==> src/rtl/uart_rx_os16_pkg.sv <==
// Shared constants, state encoding and helpers for the 16x oversampling UART receiver.
package uart_rx_os16_pkg;

    localparam int         DATA_WIDTH = 8;
    localparam int         OS_RATE    = 16;
    localparam logic [3:0] OS_MID     = 4'd7;
    localparam logic [3:0] OS_LAST    = 4'd15;

    typedef enum logic [1:0] {
        ST_IDLE  = 2'd0,
        ST_START = 2'd1,
        ST_DATA  = 2'd2,
        ST_STOP  = 2'd3
    } rx_state_t;

    function automatic logic maj3(input logic a, input logic b, input logic c);
        return (a & b) | (a & c) | (b & c);
    endfunction

endpackage

==> src/rtl/uart_rx_os16_if.sv <==
// Receiver-side control and byte handshake bundle.
interface uart_rx_os16_if;
    import uart_rx_os16_pkg::*;

    logic                  i_rx;
    logic                  i_rx_serial;
    logic                  i_rx_ack;
    logic [DATA_WIDTH-1:0] o_rx_byte;
    logic                  o_rx_d;
    logic                  o_rx_valid;
    logic                  o_frame_err;
    logic                  o_overrun;
    logic                  o_busy;

    modport master (
        output i_rx, i_rx_serial, i_rx_ack,
        input  o_rx_byte, o_rx_d, o_rx_valid, o_frame_err, o_overrun, o_busy
    );

    modport slave (
        input  i_rx, i_rx_serial, i_rx_ack,
        output o_rx_byte, o_rx_d, o_rx_valid, o_frame_err, o_overrun, o_busy
    );

endinterface

==> src/rtl/uart_rx_os16_baud_tick.sv <==
// Oversample tick generator: one-cycle tick every TICK_DIV sysclk cycles, phase reset by i_clr.
module uart_baud_tick #(
    parameter int TICK_DIV = 68
) (
    input  logic sysclk,
    input  logic rst_n,
    input  logic i_clr,
    output logic o_tick
);

    localparam int            CW   = (TICK_DIV > 1) ? $clog2(TICK_DIV) : 1;
    localparam logic [CW-1:0] LAST = CW'(TICK_DIV - 1);

    logic [CW-1:0] cnt;

    always_ff @(posedge sysclk or negedge rst_n) begin
        if (!rst_n)
            cnt <= '0;
        else if (i_clr || cnt == LAST)
            cnt <= '0;
        else
            cnt <= cnt + CW'(1);
    end

    assign o_tick = !i_clr && (cnt == LAST);

endmodule

==> src/rtl/uart_rx_os16.sv <==
// 8N1 UART receiver with 16x oversampling and 3-sample majority vote per bit.
module uart_rx_os16
    import uart_rx_os16_pkg::*;
#(
    parameter int CLK_FREQ = 125_000_000,
    parameter int BAUD     = 115200,
    parameter int TICK_DIV = (CLK_FREQ + BAUD * 8) / (BAUD * 16)
) (
    input  logic           sysclk,
    input  logic           rst_n,
    uart_rx_os16_if.slave  rx_if
);

    localparam int                OSW     = $clog2(OS_RATE);
    localparam int                BIW     = $clog2(DATA_WIDTH);
    localparam logic [OSW-1:0]    OS_S1   = OS_MID + 4'd1;
    localparam logic [OSW-1:0]    OS_DEC  = OS_MID + 4'd2;
    localparam logic [BIW-1:0]    BIT_END = BIW'(DATA_WIDTH - 1);

    rx_state_t             state, state_nx;
    logic                  sync1, rxs, rxs_d, fall;
    logic                  tick, clr_tick, decide, bit_end, maj;
    logic [OSW-1:0]        os;
    logic [BIW-1:0]        bit_idx;
    logic                  s7, s8;
    logic [DATA_WIDTH-1:0] shreg;
    logic                  busy, shift_en, good, bad;
    logic [DATA_WIDTH-1:0] rx_byte;
    logic                  rx_d, rx_valid, frame_err, overrun;

    // Synchronizers reset to 1 so release from reset never looks like a start edge.
    always_ff @(posedge sysclk or negedge rst_n) begin
        if (!rst_n) begin
            sync1 <= 1'b1;
            rxs   <= 1'b1;
            rxs_d <= 1'b1;
        end else begin
            sync1 <= rx_if.i_rx_serial;
            rxs   <= sync1;
            rxs_d <= rxs;
        end
    end

    assign fall = rxs_d & ~rxs;

    // Held clear while idle so the first tick lands TICK_DIV cycles after the start edge.
    assign clr_tick = (state == ST_IDLE);

    uart_baud_tick #(.TICK_DIV(TICK_DIV)) u_tick (
        .sysclk (sysclk),
        .rst_n  (rst_n),
        .i_clr  (clr_tick),
        .o_tick (tick)
    );

    assign decide  = tick && (os == OS_DEC);
    assign bit_end = tick && (os == OS_LAST);
    assign maj     = maj3(s7, s8, rxs);

    always_ff @(posedge sysclk or negedge rst_n) begin
        if (!rst_n)
            state <= ST_IDLE;
        else
            state <= state_nx;
    end

    always_comb begin
        state_nx = state;
        if (!rx_if.i_rx) begin
            state_nx = ST_IDLE;
        end else begin
            case (state)
                ST_IDLE:  if (fall) state_nx = ST_START;
                ST_START: begin
                    if (decide && maj)
                        state_nx = ST_IDLE;
                    else if (bit_end)
                        state_nx = ST_DATA;
                end
                ST_DATA:  if (bit_end && bit_idx == BIT_END) state_nx = ST_STOP;
                // Leaving at mid-stop lets a back-to-back start edge be caught.
                ST_STOP:  if (decide) state_nx = ST_IDLE;
                default:  state_nx = ST_IDLE;
            endcase
        end
    end

    always_comb begin
        busy     = (state != ST_IDLE);
        shift_en = 1'b0;
        good     = 1'b0;
        bad      = 1'b0;
        if (rx_if.i_rx) begin
            shift_en = (state == ST_DATA) && decide;
            good     = (state == ST_STOP) && decide && maj;
            bad      = (state == ST_STOP) && decide && !maj;
        end
    end

    always_ff @(posedge sysclk or negedge rst_n) begin
        if (!rst_n) begin
            os      <= '0;
            bit_idx <= '0;
            s7      <= 1'b1;
            s8      <= 1'b1;
            shreg   <= '0;
        end else begin
            if (state == ST_IDLE)
                os <= '0;
            else if (tick)
                os <= os + OSW'(1);

            if (state != ST_DATA)
                bit_idx <= '0;
            else if (bit_end)
                bit_idx <= bit_idx + BIW'(1);

            if (tick && os == OS_MID) s7 <= rxs;
            if (tick && os == OS_S1)  s8 <= rxs;

            if (shift_en)
                shreg <= {maj, shreg[DATA_WIDTH-1:1]};
        end
    end

    // A new byte wins over a same-cycle ack, and that ack also suppresses the overrun.
    always_ff @(posedge sysclk or negedge rst_n) begin
        if (!rst_n) begin
            rx_byte   <= '0;
            rx_d      <= 1'b0;
            rx_valid  <= 1'b0;
            frame_err <= 1'b0;
            overrun   <= 1'b0;
        end else begin
            rx_d      <= good;
            frame_err <= bad;
            overrun   <= good && rx_valid && !rx_if.i_rx_ack;
            if (good) begin
                rx_byte  <= shreg;
                rx_valid <= 1'b1;
            end else if (rx_if.i_rx_ack) begin
                rx_valid <= 1'b0;
            end
        end
    end

    assign rx_if.o_rx_byte   = rx_byte;
    assign rx_if.o_rx_d      = rx_d;
    assign rx_if.o_rx_valid  = rx_valid;
    assign rx_if.o_frame_err = frame_err;
    assign rx_if.o_overrun   = overrun;
    assign rx_if.o_busy      = busy;

endmodule

==> src/flat_wrapper.sv <==
// flat-port wrapper written by rule: the top's interface ports become plain ports
module uart_rx_os16_flat import uart_rx_os16_pkg::*;
#(
    parameter int CLK_FREQ = 125_000_000,
    parameter int BAUD     = 115200,
    parameter int TICK_DIV = (CLK_FREQ + BAUD * 8) / (BAUD * 16)
)
  (sysclk, rst_n, rx_if_i_rx, rx_if_i_rx_serial, rx_if_i_rx_ack, rx_if_o_rx_byte, rx_if_o_rx_d, rx_if_o_rx_valid, rx_if_o_frame_err, rx_if_o_overrun, rx_if_o_busy);
  uart_rx_os16_if rx_if_i ();
  input  logic sysclk;
  input  logic rst_n;
  input wire logic [$bits(rx_if_i.i_rx)-1:0] rx_if_i_rx;
  input wire logic [$bits(rx_if_i.i_rx_serial)-1:0] rx_if_i_rx_serial;
  input wire logic [$bits(rx_if_i.i_rx_ack)-1:0] rx_if_i_rx_ack;
  output wire logic [$bits(rx_if_i.o_rx_byte)-1:0] rx_if_o_rx_byte;
  output wire logic [$bits(rx_if_i.o_rx_d)-1:0] rx_if_o_rx_d;
  output wire logic [$bits(rx_if_i.o_rx_valid)-1:0] rx_if_o_rx_valid;
  output wire logic [$bits(rx_if_i.o_frame_err)-1:0] rx_if_o_frame_err;
  output wire logic [$bits(rx_if_i.o_overrun)-1:0] rx_if_o_overrun;
  output wire logic [$bits(rx_if_i.o_busy)-1:0] rx_if_o_busy;
  assign rx_if_i.i_rx = rx_if_i_rx;
  assign rx_if_i.i_rx_serial = rx_if_i_rx_serial;
  assign rx_if_i.i_rx_ack = rx_if_i_rx_ack;
  assign rx_if_o_rx_byte = rx_if_i.o_rx_byte;
  assign rx_if_o_rx_d = rx_if_i.o_rx_d;
  assign rx_if_o_rx_valid = rx_if_i.o_rx_valid;
  assign rx_if_o_frame_err = rx_if_i.o_frame_err;
  assign rx_if_o_overrun = rx_if_i.o_overrun;
  assign rx_if_o_busy = rx_if_i.o_busy;
  uart_rx_os16 #(.CLK_FREQ(CLK_FREQ), .BAUD(BAUD), .TICK_DIV(TICK_DIV)) u_core (.sysclk(sysclk), .rst_n(rst_n), .rx_if(rx_if_i));
endmodule
==> config.mk <==
export PLATFORM = sky130hd
export DESIGN_NAME = uart_rx_os16_flat
export DESIGN_NICKNAME = d
export VERILOG_FILES = /design/src/rtl/uart_rx_os16_pkg.sv /design/src/rtl/uart_rx_os16_if.sv /design/src/rtl/uart_rx_os16_baud_tick.sv /design/src/rtl/uart_rx_os16.sv /design/src/flat_wrapper.sv
export SDC_FILE = /design/constraint.sdc
export NUM_CORES = 1
export LEC_CHECK = 0
export ABC_AREA = 1
export CAP_MARGIN = 5
export CORE_MARGIN = 3
export CORE_UTILIZATION = 56
export DETAILED_ROUTE_END_ITERATION = 16
export GPL_ROUTABILITY_DRIVEN = 1
export PLACE_DENSITY_LB_ADDON = 0.15
export SYNTH_ARGS = -nofsm -noshare
export SYNTH_HDL_FRONTEND = slang
export SYNTH_SLANG_ARGS = --single-unit
export TNS_END_PERCENT = 100
==> constraint.sdc <==
create_clock -name sysclk -period 1.8 [get_ports sysclk]
set_input_delay 0.45 -clock sysclk [delete_from_list [all_inputs] [get_ports sysclk]]
set_output_delay 0.45 -clock sysclk [all_outputs]
set_load 0.05 [all_outputs]
---- Word-level counts from Yosys, hierarchy flattened ----
Index checks and enable logic that the tools add are counted.
word-level totals
  flip-flop bits (word level) ............. 41
  input port bits ......................... 5
cells by class
  $add $sub $neg .......................... 3
  reduce and logical (&&, ||, !) cells .... 23
  equality and inequality tests ........... 14
  bitwise gates (word level) .............. 7
  multiplexer cells ....................... 17
operators with widths
  cell                                                              number
  1-bit logical AND                                                 13
  4-bit == test (second input constant)                             3
  2-bit 2-to-1 mux                                                  6
  3-bit by 2-bit != test with 1-bit output (second input constant)  3
  4-bit 2-to-1 mux                                                  2
  2-bit case mux with 4 select lines                                1
  2-bit nonzero test                                                4
  7-bit by 1-bit adder with 7-bit output (second input constant)    1
  7-bit == test (second input constant)                             1
  7-bit 2-to-1 mux                                                  1
  3-bit 2-to-1 mux                                                  2
  1-bit 2-to-1 mux                                                  5
  4-bit by 1-bit adder with 4-bit output (second input constant)    1
  1-bit bitwise AND                                                 4
  2-bit == test (second input constant)                             2
  4-bit by 3-bit == test with 1-bit output (second input constant)  1
  4-bit by 2-bit != test with 1-bit output (second input constant)  1
  4-bit AND reduction                                               1
  3-bit by 1-bit adder with 3-bit output (second input constant)    1
  3-bit == test (second input constant)                             1
  1-bit logical NOT                                                 3
  2-bit by 1-bit == test with 1-bit output (second input constant)  1
  2-bit logical NOT                                                 1
  2-bit != test (second input constant)                             1
  other kinds (3)                                                   4

---- Longest topological paths before layout ----
  depth in word-level cells ............... 9
  depth in mapped cells ................... 11
  gate-level depth less buffers ........... 11

---- Modules after synthesis ----
Synthesis repeated with hierarchy kept, for this count alone.
unflattened totals
  cell total of the unflattened synthesis .. 216
  area total of the unflattened synthesis .. 1,946.9 sq um
modules (own cells, without submodules)
  module          area each (sq um)  cells an instance  instances
  uart_rx_os16    1,562.7            172                1
  uart_baud_tick  384.1              44                 1

---- Least setup slack after synthesis ----
OpenSTA, ideal clock, no wires.
  kind .................................... register to register
  start ................................... reg u_core.os[1]
  end ..................................... reg u_core.rx_byte[0], in the netlist u_core.rx_if.o_rx_byte[0]
  arrival ................................. 1.350 ns
  stages on the path, launching flop included .. 11
  required time ........................... 1.682 ns
  library setup time ...................... 0.118 ns
  setup slack ............................. 0.332 ns
  path buffers ............................ 1
  cell sequence ........................... dfrtp_1 inv_1 ha_1 inv_1 nor3_4 nand3_4 inv_4 nand3_4 buf_6 nand2_1 nand2_1
between the ends
  word-level cells in the longest chain between the ends .. 5
ends and longest elaborated chain
  item                            RTL line             RTL
  from (decl)                     uart_rx_os16.sv:23   logic [OSW-1:0] os;
  from (signal assigned)          uart_rx_os16.sv:111  os <= os + OSW'(1);
  4-bit == test                   uart_rx_os16.sv:56   assign decide = tick && (os == OS_DEC);
  1-bit logical AND               uart_rx_os16.sv:56
  1-bit logical AND (2 in a row)  uart_rx_os16.sv:95   good = (state == ST_STOP) && decide && maj;
  1-bit 2-to-1 mux                uart_rx_os16.sv:93   if (rx_if.i_rx) begin
  to (signal assigned)            uart_rx_os16.sv:139  rx_byte <= shreg;
  to (decl)                       uart_rx_os16.sv:28   logic [DATA_WIDTH-1:0] rx_byte;
No other way between the ends.
A chain may end at the register's enable or synchronous reset.

---- Final worst setup path ----
  start ................................... reg u_core.state[1]
  end ..................................... out rx_if_o_busy
between the ends
  word-level cells in the longest chain between the ends .. 1
ends and longest elaborated chain
  item                    RTL line            RTL
  from (decl)             uart_rx_os16.sv:20  rx_state_t state, state_nx;
  from (signal assigned)  uart_rx_os16.sv:64  state <= state_nx;
  2-bit nonzero test      uart_rx_os16.sv:89  busy = (state != ST_IDLE);
  to (decl)               flat_wrapper.sv:20  output wire logic [$bits(rx_if_i.o_busy)-1:0] rx_if_o_busy;
No other way between the ends.

==> impl_metrics.json <==
{
  "status": "finished clean",
  "synthDistinctLibCells": 27,
  "finalSetupViolations": 0,
  "io_buffers": 17,
  "coreArea_um2": 3180,
  "worstPathArrival_ns": 1.27,
  "use_met2_pct": 29.9,
  "ys_ff_latch": 41,
  "synthesis.area_um2": 1940,
  "max_slew_margin_pct": 69.1,
  "htree_levels": 2,
  "area_growth_pct": 15.4,
  "slowest_delay_ns": 0.47,
  "place_congestion": 0.857,
  "cts_tree": "yes",
  "holdWs_ns": 0.0264,
  "skew_ns": 0.0121,
  "hold_viol": 0,
  "start_kind": "flip-flop",
  "rsz0062_at_grt": "true",
  "vias": 1437,
  "initial_core_util_pct": 61.0,
  "slowest_stage": "dfrtp_2",
  "busiest_layer": "met2",
  "wire_per_inst_um": 11.3,
  "leakagePower_uw": 0.00112,
  "p_total_uw": 2020,
  "cts_root_buf": "clkbuf_4",
  "worstMarginPinSlew_ns": 0.463,
  "syn_inst": 213,
  "synth_top_area_share_pct": 46.5,
  "path_class": "flip-flop to primary output",
  "antenna_found_initial": 0,
  "yosys_warnings": 0,
  "die_h_um": 64.9,
  "syn_area_per_cell_um2": 9.10,
  "grt_pass1_wl_mm": 5.81,
  "num-nets-final": 250,
  "groute.usage.overall_pct": 17.8,
  "peakVddDrop_uv": 763,
  "slew_violations": 0,
  "cts_buffers": 5,
  "grt_overflow_total": 0,
  "grt_util_met1_pct": 22.0,
  "viasPerCell": 5.06,
  "dieArea_um2": 4210,
  "grt_pass1_vias": 1371,
  "fp-row-count": 20,
  "power.density_nw_per_um2": 900,
  "maxCapViolCount": 0,
  "synth_seq_area_share_pct": 53.2,
  "clk_pin_slew_worst_paths_ns": 0.13,
  "grt_max_degree": 23,
  "grt_use_met3_pct": 5.20,
  "io_pins": 18,
  "layout-drive-gt1-share_pct": 23.3,
  "min_path_type": "input pin to async pin",
  "critPathBufInv": 2,
  "path_cells": "nor2_4, inv_2, buf_4",
  "clock-sinks": 41,
  "drtPass1Iterations": 4,
  "drt-initial-drc-count": 65,
  "fmax_ghz": 0.581,
  "clock_path_buffers": 2,
  "ant_nets": 0,
  "totalWireLength_mm": 3.22,
  "yosys.area.top_type": "dfrtp_1",
  "min_period_over_period_pct": 95.7,
  "die_x_um": 64.9,
  "n_antenna_cell": 0,
  "setup.worst_path.end_class": "primary output",
  "clk_latency_ns": 0.35,
  "crit_path_max_fanout": 5,
  "drc": 0,
  "post-dp-hpwl_mm": 2.52,
  "critPathTopFamily": "flip-flops",
  "worst_ep_required_time_ns": 1.35,
  "fin_crit_ns": 1.72,
  "syn_nets": 224,
  "synth.area.top_cells": "dfrtp_1, nand2_1, dfstp_2"
}
==> cells by family (layout without fill, tap and decap cells) <==
group | Yosys count | count (layout) | synth area share (%)
AOI/OAI and AO/OA | 22 | 22 | 6.64
adders and majority gates | 6 | 6 | 3.87
buffers and inverters | 32 | 59 | 7.10
DFF | 41 | 41 | 53.2
and+or+nand+nor | 112 | 112 | 29.2
==> worst paths after layout <==
path                       cells past startpoint                         from  slack [ns]                                     to
min                                            1                        rst_n        0.03         u_core.u_tick.cnt[1]$_DFF_PN0_
max reg2reg                                    9     u_core.os[1]$_DFFE_PN0P_        0.13  u_core.rx_if.o_rx_byte[2]$_DFFE_PN0P_
max in group asynchronous                      2                        rst_n        1.30  u_core.rx_if.o_rx_byte[4]$_DFFE_PN0P_
max                                            3  u_core.state[1]$_DFFE_PN0P_        0.08                           rx_if_o_busy
min in group sysclk                            0       u_core.sync1$_DFF_PN1_        0.36                   u_core.rxs$_DFF_PN1_
min reg2reg                                    0       u_core.sync1$_DFF_PN1_        0.36                   u_core.rxs$_DFF_PN1_
==> cells in the final DEF, fill, tap and decap left out, drive strengths merged <==
cell type and n:
nand2 55, dfrtp 36, inv 29, nor2 22, nand3 21, buf 18
o21ai 18, nor3 9, ha 6, clkbuf 5, dfstp 5, a21oi 4
clkdlybuf4s50 3, nor3b 2, clkinv 2, nor4 1, and3 1, nand4 1
clkinvlp 1, bufinv 1
==> registers in the layout, summed over array words and instances (netlist names), 2 cells and up <==
signal	cells
u_core.rx_if.o_rx_byte	8
u_core.shreg	8
u_core.u_tick.cnt	7
u_core.os	4
u_core.bit_idx	3
u_core.state	2
==> per-layer routing <==
| metal | share of wire, % | vias to the layer above |
|---|---|---|
| li1 | - | 731 |
| met1 | 46 | 673 |
| met2 | 48 | 26 |
| met3 | 4.3 | 7 |
| met4 | 1.4 | 0 |
| met5 | 0 | - |
==> through the flow <==
step	setup TNS, ns	area (um2)	setup slack (ns)	cells	util (%)
after floorplan	0	1940	0.332	213	-
after global routing	-0.00378	2240	-0.00378	284	70.4
after global placement	0	2130	0.0188	274	67.1
final	0	2240	0.0774	284	70.4
after detailed placement	-0.200	2130	-0.0453	274	67.1
after CTS	0	2220	0.0376	282	69.9
==> what timing repair did <==
item	in CTS	in global routing
endpoints found under the setup margin	1	2
cloned	0	0
hold buffers	0	0
setup buffers	0	2
resized for setup	1	2
==> synth_stat cells <==
cell type / count
nor2_2: 3
o21ai_1: 5
nand3_4: 2
nor3_4: 2
nand3_2: 2
and3_1: 1
nor4_1: 1
inv_2: 4
nand4_1: 1
o21ai_0: 8
nor3_1: 6
nor2_4: 2
ha_1: 6
nor3b_1: 2
nor3_2: 1
clkinv_1: 1
inv_4: 1
o21ai_2: 5
buf_6: 2
dfstp_2: 5
inv_1: 24
nor2_1: 17
nand2_4: 1
nand2_1: 54
a21oi_1: 4
dfrtp_1: 36
nand3_1: 17
==> report_power, final <==
group          internal (uW)  switching, uW  total [uW]  leakage, uW
Sequential               971           57.9        1030     0.000543
Combinational            119            270         389     0.000538
Clock                    294            303         597    0.0000414
==> layout make-up <==
class | instances | area (um2)
clock inverters | 3 | 46.3
flip-flops and latches | 41 | 1030
well taps | 44 | 55.1
multi-input cells | 140 | 774
fillers | 243 | 940
repair buffers | 21 | 175
inverters | 30 | 115
clock buffers | 5 | 37.5
Power figures use the tool's default switching activity.
